`config.mk`:
```
export PLATFORM = sky130hd
export DESIGN_NAME = fpu_seq
export DESIGN_NICKNAME = d
export VERILOG_FILES = /design/src/rtl/fpu_seq.sv
export SDC_FILE = /design/constraint.sdc
export NUM_CORES = 1
export LEC_CHECK = 0
export CORE_MARGIN = 2
export CORE_UTILIZATION = 41
export CTS_CLUSTER_SIZE = 24
export DETAILED_ROUTE_END_ITERATION = 7
export PLACE_DENSITY = 0.89
export SLEW_MARGIN = 10
export SYNTH_ARGS = -nofsm -noshare
export SYNTH_HDL_FRONTEND = slang
export SYNTH_SLANG_ARGS = --single-unit
```
`constraint.sdc`:
```
create_clock -name clk_i -period 1.65 [get_ports clk_i]
set_input_delay 0.2475 -clock clk_i [delete_from_list [all_inputs] [get_ports clk_i]]
set_output_delay 0.2475 -clock clk_i [all_outputs]
set_load 0.1 [all_outputs]
```
`src/rtl/fpu_seq.sv`:
```
// fpu_seq: sequences commands onto an external combinational bfloat16 FPU, optional multiply-accumulate.
// Define FPU_SEQ_MAC_EN to build in the ACC state, the accumulator and acc_o.
module fpu_seq (
    input  logic        clk_i,
    input  logic        rst_ni,
    input  logic        cmd_valid_i,
    output logic        cmd_ready_o,
    input  logic [3:0]  cmd_op_i,
    input  logic [15:0] cmd_a_i,
    input  logic [15:0] cmd_b_i,
    input  logic        cmd_mac_i,
    input  logic        acc_clr_i,
    output logic [3:0]  fpu_op_o,
    output logic [15:0] fpu_in1_o,
    output logic [15:0] fpu_in2_o,
    input  logic [15:0] fpu_out_i,
    input  logic        fpu_overflow_i,
    output logic        rsp_valid_o,
    input  logic        rsp_ready_i,
    output logic [15:0] rsp_data_o,
    output logic        rsp_overflow_o,
    output logic [15:0] acc_o,
    output logic        busy_o
);
    localparam logic [3:0] OP_ADD = 4'b0000;
    localparam logic [3:0] OP_MUL = 4'b0001;

    typedef enum logic [1:0] {IDLE, ISSUE, ACC, RESP} state_t;

    state_t      state, state_nxt;
    logic [3:0]  op_q;
    logic [15:0] a_q, b_q, res_q;
    logic        mac_q, ovf_q, mac_en;

`ifdef FPU_SEQ_MAC_EN
    logic [15:0] acc_q;
    assign mac_en = cmd_mac_i;
    assign acc_o  = acc_q;
    // a clear coinciding with the ACC write wins; the response still carries the sum
    always_ff @(posedge clk_i or negedge rst_ni)
        if (!rst_ni)
            acc_q <= '0;
        else if (acc_clr_i)
            acc_q <= '0;
        else if (state == ACC)
            acc_q <= fpu_out_i;
`else
    logic unused_mac;
    assign unused_mac = ^{cmd_mac_i, acc_clr_i};
    assign mac_en     = 1'b0;
    assign acc_o      = '0;
`endif

    // gated by rst_ni so ready stays low while reset is held
    assign cmd_ready_o    = (state == IDLE) && rst_ni;
    assign busy_o         = state != IDLE;
    assign rsp_valid_o    = state == RESP;
    assign rsp_data_o     = res_q;
    assign rsp_overflow_o = ovf_q;

    always_ff @(posedge clk_i or negedge rst_ni)
        if (!rst_ni) begin
            state <= IDLE;
            op_q  <= '0;
            a_q   <= '0;
            b_q   <= '0;
            mac_q <= 1'b0;
            res_q <= '0;
            ovf_q <= 1'b0;
        end else begin
            state <= state_nxt;
            if (cmd_valid_i && cmd_ready_o) begin
                op_q  <= cmd_op_i;
                a_q   <= cmd_a_i;
                b_q   <= cmd_b_i;
                mac_q <= mac_en;
            end
            if (state == ISSUE) begin
                res_q <= fpu_out_i;
                ovf_q <= fpu_overflow_i;
            end
            if (state == ACC) begin
                res_q <= fpu_out_i;
                ovf_q <= ovf_q | fpu_overflow_i;
            end
        end

    always_comb begin
        state_nxt = state;
        fpu_op_o  = '0;
        fpu_in1_o = '0;
        fpu_in2_o = '0;
        case (state)
            IDLE: state_nxt = cmd_valid_i ? ISSUE : IDLE;
            ISSUE: begin
                fpu_op_o  = mac_q ? OP_MUL : op_q;
                fpu_in1_o = a_q;
                fpu_in2_o = b_q;
                state_nxt = mac_q ? ACC : RESP;
            end
            ACC: begin
                fpu_op_o  = OP_ADD;
                fpu_in1_o = res_q;
                fpu_in2_o = acc_o;
                state_nxt = RESP;
            end
            default: state_nxt = rsp_ready_i ? IDLE : RESP;
        endcase
    end
endmodule

```
; ---- Word-level counts from Yosys, hierarchy flattened
; Index checks and enable logic that the tools add are counted.
[totals]
register_bits = 55
in_bits = 59
[op_classes]
mux = 10
n_reduce_logical = 6
bitwise_logic = 1
n_eq_ne = 3
[ops]
columns = operator, count
row1 = $mux W16, 3
row2 = $pmux W16 S2, 1
row3 = $eq A2 B2 Y1 const B, 2
row4 = $mux W4, 1
row5 = $pmux W2 S2, 1
row6 = $reduce_bool A2 Y1, 2
row7 = $mux W1, 3
row8 = $eq A2 B1 Y1 const B, 1
row9 = $logic_and A1 B1 Y1, 2
row10 = $logic_not A2 Y1, 1
row11 = $mux W2, 1
row12 = $reduce_or A2 Y1, 1
row13 = $or A1 B1 Y1, 1

; ---- Logic depth before layout (Yosys ltp)
; Gate-level depths: netlist of run 1.
[logic_depth]
word_depth = 3
ltp_mapped = 6
ltp_nobuf = 4

; ---- Least setup slack after synthesis of run 1
; OpenSTA, ideal clock, no wires.
[synth_timing]
path_kind = register to output
startpoint = reg res_q[10], in the netlist rsp_data_o[10]
endpoint = out fpu_in1_o[10]
arrival_time_ns = 2.483
required_time_ns = 1.402
slack_ns = -1.080
stages_incl_launch_ff = 3
path_buffers = 0
path_cell_list = dfrtp_1 > a22oi_1 > nor2b_1
[synth_between]
elab_chain_len = 1
[synth_lines]
columns = element, line_no
row1 = "start, declared", 32  ; logic [15:0] a_q, b_q, res_q;
row2 = "start signal, assigned", 79  ; res_q <= fpu_out_i;
row3 = "start signal, assigned", 83  ; res_q <= fpu_out_i;
row4 = $pmux W16 S2, 93  ; case (state)
row5 = "end, declared", 14  ; output logic [15:0] fpu_in1_o,
; Every way passes these cells.

; ---- Worst setup path after layout of run 1
[layout_timing]
startpoint = reg state[1]
endpoint = out fpu_in1_o[7]
[layout_between]
elab_chain_len = 2
[layout_lines]
columns = element, line_no
row1 = "start, declared", 30  ; state_t state, state_nxt;
row2 = "start signal, assigned", 71  ; state <= state_nxt;
row3 = $eq A2 B2 Y1 or $eq A2 B1 Y1 (tied branches), 93
row4 = $pmux W16 S2 (*), 93
; Every way passes the cells marked *; elsewhere a longest branch is shown, timed or not.

==> out/results.ini, run 1 <==
[critical_path]
crit_fanout=5
r2r-end=rsp_data_o[10]
worstReg2RegStart=state[0]
critPathLaunchType=flip-flop
path_class=flip-flop to primary output
crit_required_ns=1.40
worstPathArrival_ns=1.60
reg2regPathDepth=7
endpoint_kind=primary output
rrSetupSlack_ns=-0.02

[routing]
drt_iter0_markers=66
postRouteAntennaNets=0
wl_microns=7290
vias_per_cell=4.85
wl_per_cell_microns=17.5
vias=2017
drc_errors=9
drt_pass1_iterations=8

[job]
drv_cap=0

[sta]
timing.hold.ws_ns=0.303
post-route-period-util_pct=112
max_freq_mhz=541
finalHoldViolCount=0
setup_violations=38
period_needed_ns=1.85
fin_ws_ns=-0.199
maxSlewViolCount=0
finalClockSkew_ns=0.00704
rsz0062_at_grt=yes

[clock_tree]
clk_pin_slew_ns=0.09
clk_path_buf_depth=2
cts_tree=done
cts_sinks=55
root_buffer=clkbuf_8
cts_buffers=5
clk_latency_ns=0.30
h-tree-depth=2

[hold_path]
hp-class=primary input to async pin

[synth]
ys_seq_elements=55
synth-edff-count=0
synth_top_family_by_area=multiplexers
muxShareOfSynthArea_pct=25.5
avgSynthCellArea_sq_um=13.4
async_flop_share_pct=100
synth_compound_area_share_pct=5.16
synth_simple_gate_area_share_pct=9.58
synth-xor-area-share_pct=0
netlist-cell-type-count=19
synthAdderAreaFrac_pct=1.82
yosysWarnings=0
ys.flop_type=dfrtp_1
syn_inst=204
seq_area_frac_synth_pct=50.2
netlist_area_sq_um=2740

[floorplan]
start_util_pct=42.7
row_count=29
die_area_sq_um=7360
ios=131
die_x_microns=85.8
fp.dieH_microns=85.8
core-area_sq_um=6420

[global_route]
grt.overflow.total=0
grt_pass1_wl_microns=11600
grt_max_degree=36
antenna_found_initial=0
track_usage_pct=20.3
grt_pass1_vias=2219

[layout]
syn2layout_area_growth_pct=88.0
num_antenna_cells=0
final_common_cell=buf_12
drive_gt1_share_pct=64.9
final_nets=401
final_cell_mix=60 x buf_12, 55 x clkdlybuf4s50_1, 38 x dfrtp_1, 30 x mux2_4, 22 x mux2_2

[outcome]
violations=DRC, setup timing
outcome=finished, violations left

[placed_design]
gp_congestion=0.769
hpwl_microns=5270
io_buffers=112

[sequential cells by signal (all words and copies together) (netlist names)]
name            count
op_q                4
rsp_data_o         16
rsp_overflow_o      1
b_q                16
a_q                16
state               2
[cell usage after synthesis, drive strengths merged, types with 3 or more instances]
| cell | n | share of area (%) |
|---|---|---|
| and2 | 21 | 4.8 |
| inv | 3 | 0.41 |
| mux2 | 52 | 25 |
| nor2b | 16 | 3.6 |
| buf | 25 | 6.7 |
| clkbuf | 4 | 0.55 |
| a22oi | 17 | 4.7 |
| dfrtp | 55 | 50 |
| ha | 4 | 1.8 |
[cells by family (layout without fill, tap and decap cells)]
logic type / count (synthesis) / count (layout)
other: 1 / 16
DFF: 55 / 55
adders and majority gates: 4 / 4
and+or+nand+nor: 41 / 41
AOI/OAI and AO/OA: 19 / 19
buffers and inverters: 32 / 152
muxes: 52 / 52
[area by class of cell]
cell class	instances	area, sq um
clock inverter	2	60.1
inverter	3	13.8
clock buffer	6	72.6
timing repair buffer	141	2010
fill	344	1270
tap	77	96.3
multi-input combinational	132	1500
sequential	55	1400
[through the flow]
stage	utilization [%]	TNS [ns]	instances	worst slack [ns]	area (sq um)
floorplan	-	-1.84	219	-0.0845	3090
detailed placement	73.8	0	393	0.00662	4740
CTS	79.2	-4.57	411	-0.198	5090
global placement	73.8	0	393	0.0351	4740
global route	80.3	-7.74	416	-0.257	5160
finish	80.3	-5.33	416	-0.199	5160
[layer usage]
metal	vias to the layer above	global-route usage [%]	share of wire, %
met3	4	5.00	5.5
met2	68	38.4	56
met1	1014	23.3	38
li1	931	-	-
met5	-	0	0
met4	0	3.90	0.43
[timing repair]
action                                 4_1_cts  5_1_grt
setup endpoints to repair                   37       38
gates resized for setup                     38        3
endpoints found under the hold margin        1        0
buffers inserted                             9        3
hold buffers                                 1        0
pin swaps                                    1        1
cloned                                       0        2
[critical path, stage by stage (launching register included)]
cell and delay, ns:
dfrtp_1 0.42, buf_6 0.13, ha_4 0.17, buf_6 0.14, a22oi_2 0.21, nor2b_4 0.07, buf_12 0.17
[how the worst max path moves through the flow]
stage | start | to | slack, ns | cells past startpoint
2_1_floorplan | state[1] | fpu_in1_o[6] | -0.08 | 6
3_3_place_gp | state[1] | fpu_in1_o[0] | 0.04 | 6
3_5_place_dp | state[1] | fpu_in1_o[2] | 0.007 | 6
4_1_cts | state[1] | fpu_in1_o[12] | -0.20 | 6
5_1_grt | state[1] | fpu_in1_o[10] | -0.26 | 6
6_report | state[1] | fpu_in1_o[7] | -0.20 | 6
Power of run 1 is left out: the tool's default activity adds up to more than one toggle a clock period on the data nets, which glitch-free logic cannot reach.
==> run 2, diff against run 1 <==
--- a/config.mk
+++ b/config.mk
@@ -5,11 +5,14 @@
 export SDC_FILE = /design/constraint.sdc
 export NUM_CORES = 1
 export LEC_CHECK = 0
+export CELL_PAD_IN_SITES_DETAIL_PLACEMENT = 1
+export CELL_PAD_IN_SITES_GLOBAL_PLACEMENT = 1
 export CORE_MARGIN = 2
-export CORE_UTILIZATION = 41
+export CORE_UTILIZATION = 31
 export CTS_CLUSTER_SIZE = 24
 export DETAILED_ROUTE_END_ITERATION = 7
-export PLACE_DENSITY = 0.89
+export PLACE_DENSITY_LB_ADDON = 0.1
+export REMOVE_ABC_BUFFERS = 1
 export SLEW_MARGIN = 10
 export SYNTH_ARGS = -nofsm -noshare
 export SYNTH_HDL_FRONTEND = slang
==> out/results.ini, run 2 (synthesis results as in run 1) <==
[outcome]
outcome=finished, violations left
violations=setup timing

[layout]
fillCellCount=801
final_nets=405
final_cell_mix=63 x buf_12, 55 x clkdlybuf4s50_1, 54 x dfrtp_1, 30 x mux2_4, 22 x mux2_2
num_antenna_cells=0
multi_input_area_sq_um=1520
final_common_cell=buf_12
drive_gt1_share_pct=61.4
regArea_sq_um=1380
stdcell_count=450
syn2layout_area_growth_pct=90.0
fin_area_sq_um=5210

[sta]
maxSlewHeadroom_pct=52.3
finalClockSkew_ns=0.0102
max_freq_mhz=526
period_needed_ns=1.90
setup_violations=38
maxSlewViolCount=0
fin_ws_ns=-0.252
finalHoldViolCount=0
rsz0062_at_grt=yes
post-route-period-util_pct=115
tightestPinTransition_ns=0.715

[placed_design]
io_buffers=112
place_area_sq_um=4580
gp_congestion=0.702
dp_cells=427
dp_slack_ns=-0.0759
hpwl_microns=5140

[critical_path]
worstPathArrival_ns=1.65
reg2regPathDepth=7
rrSetupSlack_ns=-0.01
endpoint_kind=primary output
path_class=flip-flop to primary output
critPathMaxStageDelay_ns=0.42
crit_fanout=8
cp_cell_sequence=buf_6, ha_4, buf_8, a22oi_2, nor2b_4, buf_12
crit_required_ns=1.40
slowest_stage=dfrtp_1
critPathLaunchType=flip-flop
worstReg2RegStart=state[0]
r2r-end=state[0]

[routing]
vias_per_cell=4.64
drt_iter0_markers=20
wl_met2_microns=4090
vias=2088
postRouteAntennaNets=0
wl_met3_microns=559
wl_per_cell_microns=17.7
top_layer=met4
drc_errors=0
drt_pass1_iterations=4
wl_microns=7950
drt-met1-wl_microns=3270

[clock_tree]
clk_pin_slew_ns=0.10
cts_tree=done
clk_path_buf_depth=2
postCtsHoldBufs=0
h-tree-depth=2
cts_sinks=55
cts_buffers=5
clk_latency_ns=0.31
root_buffer=clkbuf_8

[job]
drv_cap=0

[floorplan]
ios=131
die_area_sq_um=9620
fp.dieH_microns=98.1
core-area_sq_um=8640
start_util_pct=31.8
row_count=34
die_x_microns=98.1

[global_route]
antenna_found_initial=0
grt.overflow.total=0
grt_max_degree=56
grt_pass1_vias=2380
track_usage_pct=17.0
grt_pass1_wl_microns=12900

[hold_path]
hp-class=primary input to async pin

run 2: worst max path at each step:
stage	to	slack, ns	cells past startpoint	start
2_1_floorplan	fpu_in1_o[0]	-1.21	3	state[0]
3_3_place_gp	fpu_in1_o[15]	-0.01	5	state[0]
3_5_place_dp	fpu_in1_o[11]	-0.08	5	state[0]
4_1_cts	fpu_in1_o[11]	-0.26	5	state[0]
5_1_grt	fpu_in1_o[15]	-0.34	6	state[1]
6_report	fpu_in1_o[15]	-0.25	6	state[1]
run 2: worst max-delay path, delay by kind of cell, from the launching register on:
kind | cells | cell delay (ns)
DFF | 1 | 0.42
and+or+nand+nor | 1 | 0.08
adders and majority gates | 1 | 0.17
buffers and inverters | 3 | 0.45
AOI/OAI and AO/OA | 1 | 0.23
run 2: stage by stage:
step | utilization [%] | hold slack [ns] | setup TNS (ns)
after floorplan | - | -0.0481 | -30.98
after global placement | 53.0 | 0.484 | -0.0243
after detailed placement | 53.0 | 0.487 | -0.646
after CTS | 59.0 | 0.179 | -7.34
after global routing | 60.3 | 0.205 | -10.17
final | 60.3 | 0.140 | -7.06
run 2: layout make-up:
class,instances,area share [%]
repair buffers,145,40.0
inverters,3,0.264
multi-input cells,132,29.1
clock buffers,6,1.58
well taps,108,2.59
clock inverters,1,0.0960
flip-flops and latches,55,26.4
run 2: per-layer routing:
layer / global-route usage [%] / up-vias
met3: 6.08 / 4
met4: 2.78 / 0
met2: 28.8 / 75
met1: 21.2 / 1067
met5: 0 / -
li1: - / 942
run 2: repair_timing:
| action | CTS | global route |
|---|---|---|
| pin swaps | 2 | 9 |
| buffers inserted | 4 | 9 |
| gates cloned | 4 | 1 |
| gates resized for setup | 95 | 8 |
| setup endpoints to repair | 37 | 55 |
Power of run 2 is left out for the same reason.
==> run 3, diff against run 2 <==
--- a/config.mk
+++ b/config.mk
@@ -9,10 +9,10 @@
 export CELL_PAD_IN_SITES_GLOBAL_PLACEMENT = 1
 export CORE_MARGIN = 2
 export CORE_UTILIZATION = 31
+export CTS_BUF_LIST = sky130_fd_sc_hd__clkbuf_4 sky130_fd_sc_hd__clkbuf_8 sky130_fd_sc_hd__clkbuf_16
 export CTS_CLUSTER_SIZE = 24
 export DETAILED_ROUTE_END_ITERATION = 7
 export PLACE_DENSITY_LB_ADDON = 0.1
-export REMOVE_ABC_BUFFERS = 1
 export SLEW_MARGIN = 10
 export SYNTH_ARGS = -nofsm -noshare
 export SYNTH_HDL_FRONTEND = slang
==> out/results.ini, run 3 (synthesis results as in run 1) <==
[outcome]
outcome=finished, violations left
violations=setup timing

[critical_path]
slowest_stage=dfrtp_1
endpoint_kind=primary output
crit_start=state[1]
worstPathArrival_ns=1.65
worstReg2RegStart=state[1]
cp-endpoint=fpu_in1_o[9]
rrSetupSlack_ns=0.03
reg2regPathDepth=6
path_class=flip-flop to primary output
cp_cell_sequence=inv_2, ha_4, buf_8, nor2b_4, buf_12
crit_required_ns=1.40
r2r-end=rsp_data_o[11]
critPathMaxStageDelay_ns=0.44
critPathLaunchType=flip-flop
crit_fanout=10

[routing]
vias_per_cell=4.49
vias=1996
postRouteAntennaNets=0
drt_pass1_iterations=4
wl_microns=7580
wl_per_cell_microns=17.0
drc_errors=0
drt_iter0_markers=44

[global_route]
track_usage_pct=16.1
antenna_found_initial=0
grt_pass1_vias=2239
grt.overflow.total=0
grt_max_degree=55
grt_pass1_wl_microns=12200

[floorplan]
die_area_sq_um=9620
core-area_sq_um=8640
die_x_microns=98.1
row_count=34
fp.dieH_microns=98.1
ios=131
start_util_pct=31.8

[clock_tree]
clk_latency_ns=0.31
clk_pin_slew_ns=0.10
root_buffer=clkbuf_8
h-tree-depth=2
cts_sinks=55
clk_path_buf_depth=2
cts_buffers=5
cts_tree=done

[sta]
maxSlewViolCount=0
finalSetupTns_ns=-7.54
rsz0062_at_grt=yes
timing.hold.ws_ns=0.290
post-route-period-util_pct=115
setup_violations=36
fin_ws_ns=-0.248
finalHoldViolCount=0
period_needed_ns=1.90
finalClockSkew_ns=0.00714
maxSlewHeadroom_pct=53.3
tightestPinTransition_ns=0.700
max_freq_mhz=527

[placed_design]
io_buffers=112
hpwl_microns=5460
dp_cells=427
gp_congestion=0.696

[layout]
final_cell_mix=60 x buf_12, 55 x clkdlybuf4s50_1, 39 x dfrtp_1, 32 x mux2_4, 20 x mux2_2
final_common_cell=buf_12
multi_input_area_sq_um=1510
syn2layout_area_growth_pct=88.9
num_antenna_cells=0
drive_gt1_share_pct=64.7
stdcell_count=445
final_nets=399
regArea_sq_um=1400
fillCellCount=807

[job]
drv_cap=0

[hold_path]
hp-class=primary input to async pin

## run 3: final cells by class
class	instances	share of cell area, %
clock buffer	5	1.33
clock inverter	3	0.845
inverter	3	0.217
multi-input combinational	132	29.1
sequential	55	27.0
tap	108	2.61
timing repair buffer	139	38.9
## run 3: worst min path at each step
stage               cells after the start   start            end
floorplan                               0  rst_ni         a_q[0]
global placement                        1  rst_ni  rsp_data_o[5]
detailed placement                      1  rst_ni  rsp_data_o[5]
CTS                                     2  rst_ni  rsp_data_o[5]
global route                            2  rst_ni  rsp_data_o[5]
finish                                  2  rst_ni  rsp_data_o[5]
## run 3: metrics by stage
stage | cell area, sq um | setup slack, ns | utilization (%)
5_1_grt | 5180 | -0.315 | 60.0
2_1_floorplan | 3090 | -0.0845 | -
6_report | 5180 | -0.248 | 60.0
3_3_place_gp | 4810 | 0.0444 | 55.7
3_5_place_dp | 4810 | 0.0287 | 55.7
4_1_cts | 5070 | -0.262 | 58.7
## run 3: per-layer routing
| metal | share of wire [%] | GRT usage, % | vias to the layer above |
|---|---|---|---|
| li1 | - | - | 924 |
| met1 | 41 | 20.0 | 998 |
| met2 | 54 | 28.6 | 68 |
| met3 | 4.7 | 3.29 | 6 |
| met4 | 0.96 | 3.85 | 0 |
| met5 | 0 | 0 | - |
## run 3: timing repair
action,in CTS,in global routing
setup endpoints to repair,38,39
pin swaps,5,1
endpoints found under the hold margin,1,0
hold buffers,1,0
buffers inserted,5,3
gates cloned,0,2
gates resized for setup,23,15
## run 3: worst max-delay path, delay by kind of cell, from the launching register on
family / cells / cell delay (ns)
flip-flops: 1 / 0.44
buffers and inverters: 3 / 0.42
adder cells (fa/ha/maj): 1 / 0.31
AND/OR/NAND/NOR: 1 / 0.17
Power of run 3 is left out for the same reason.
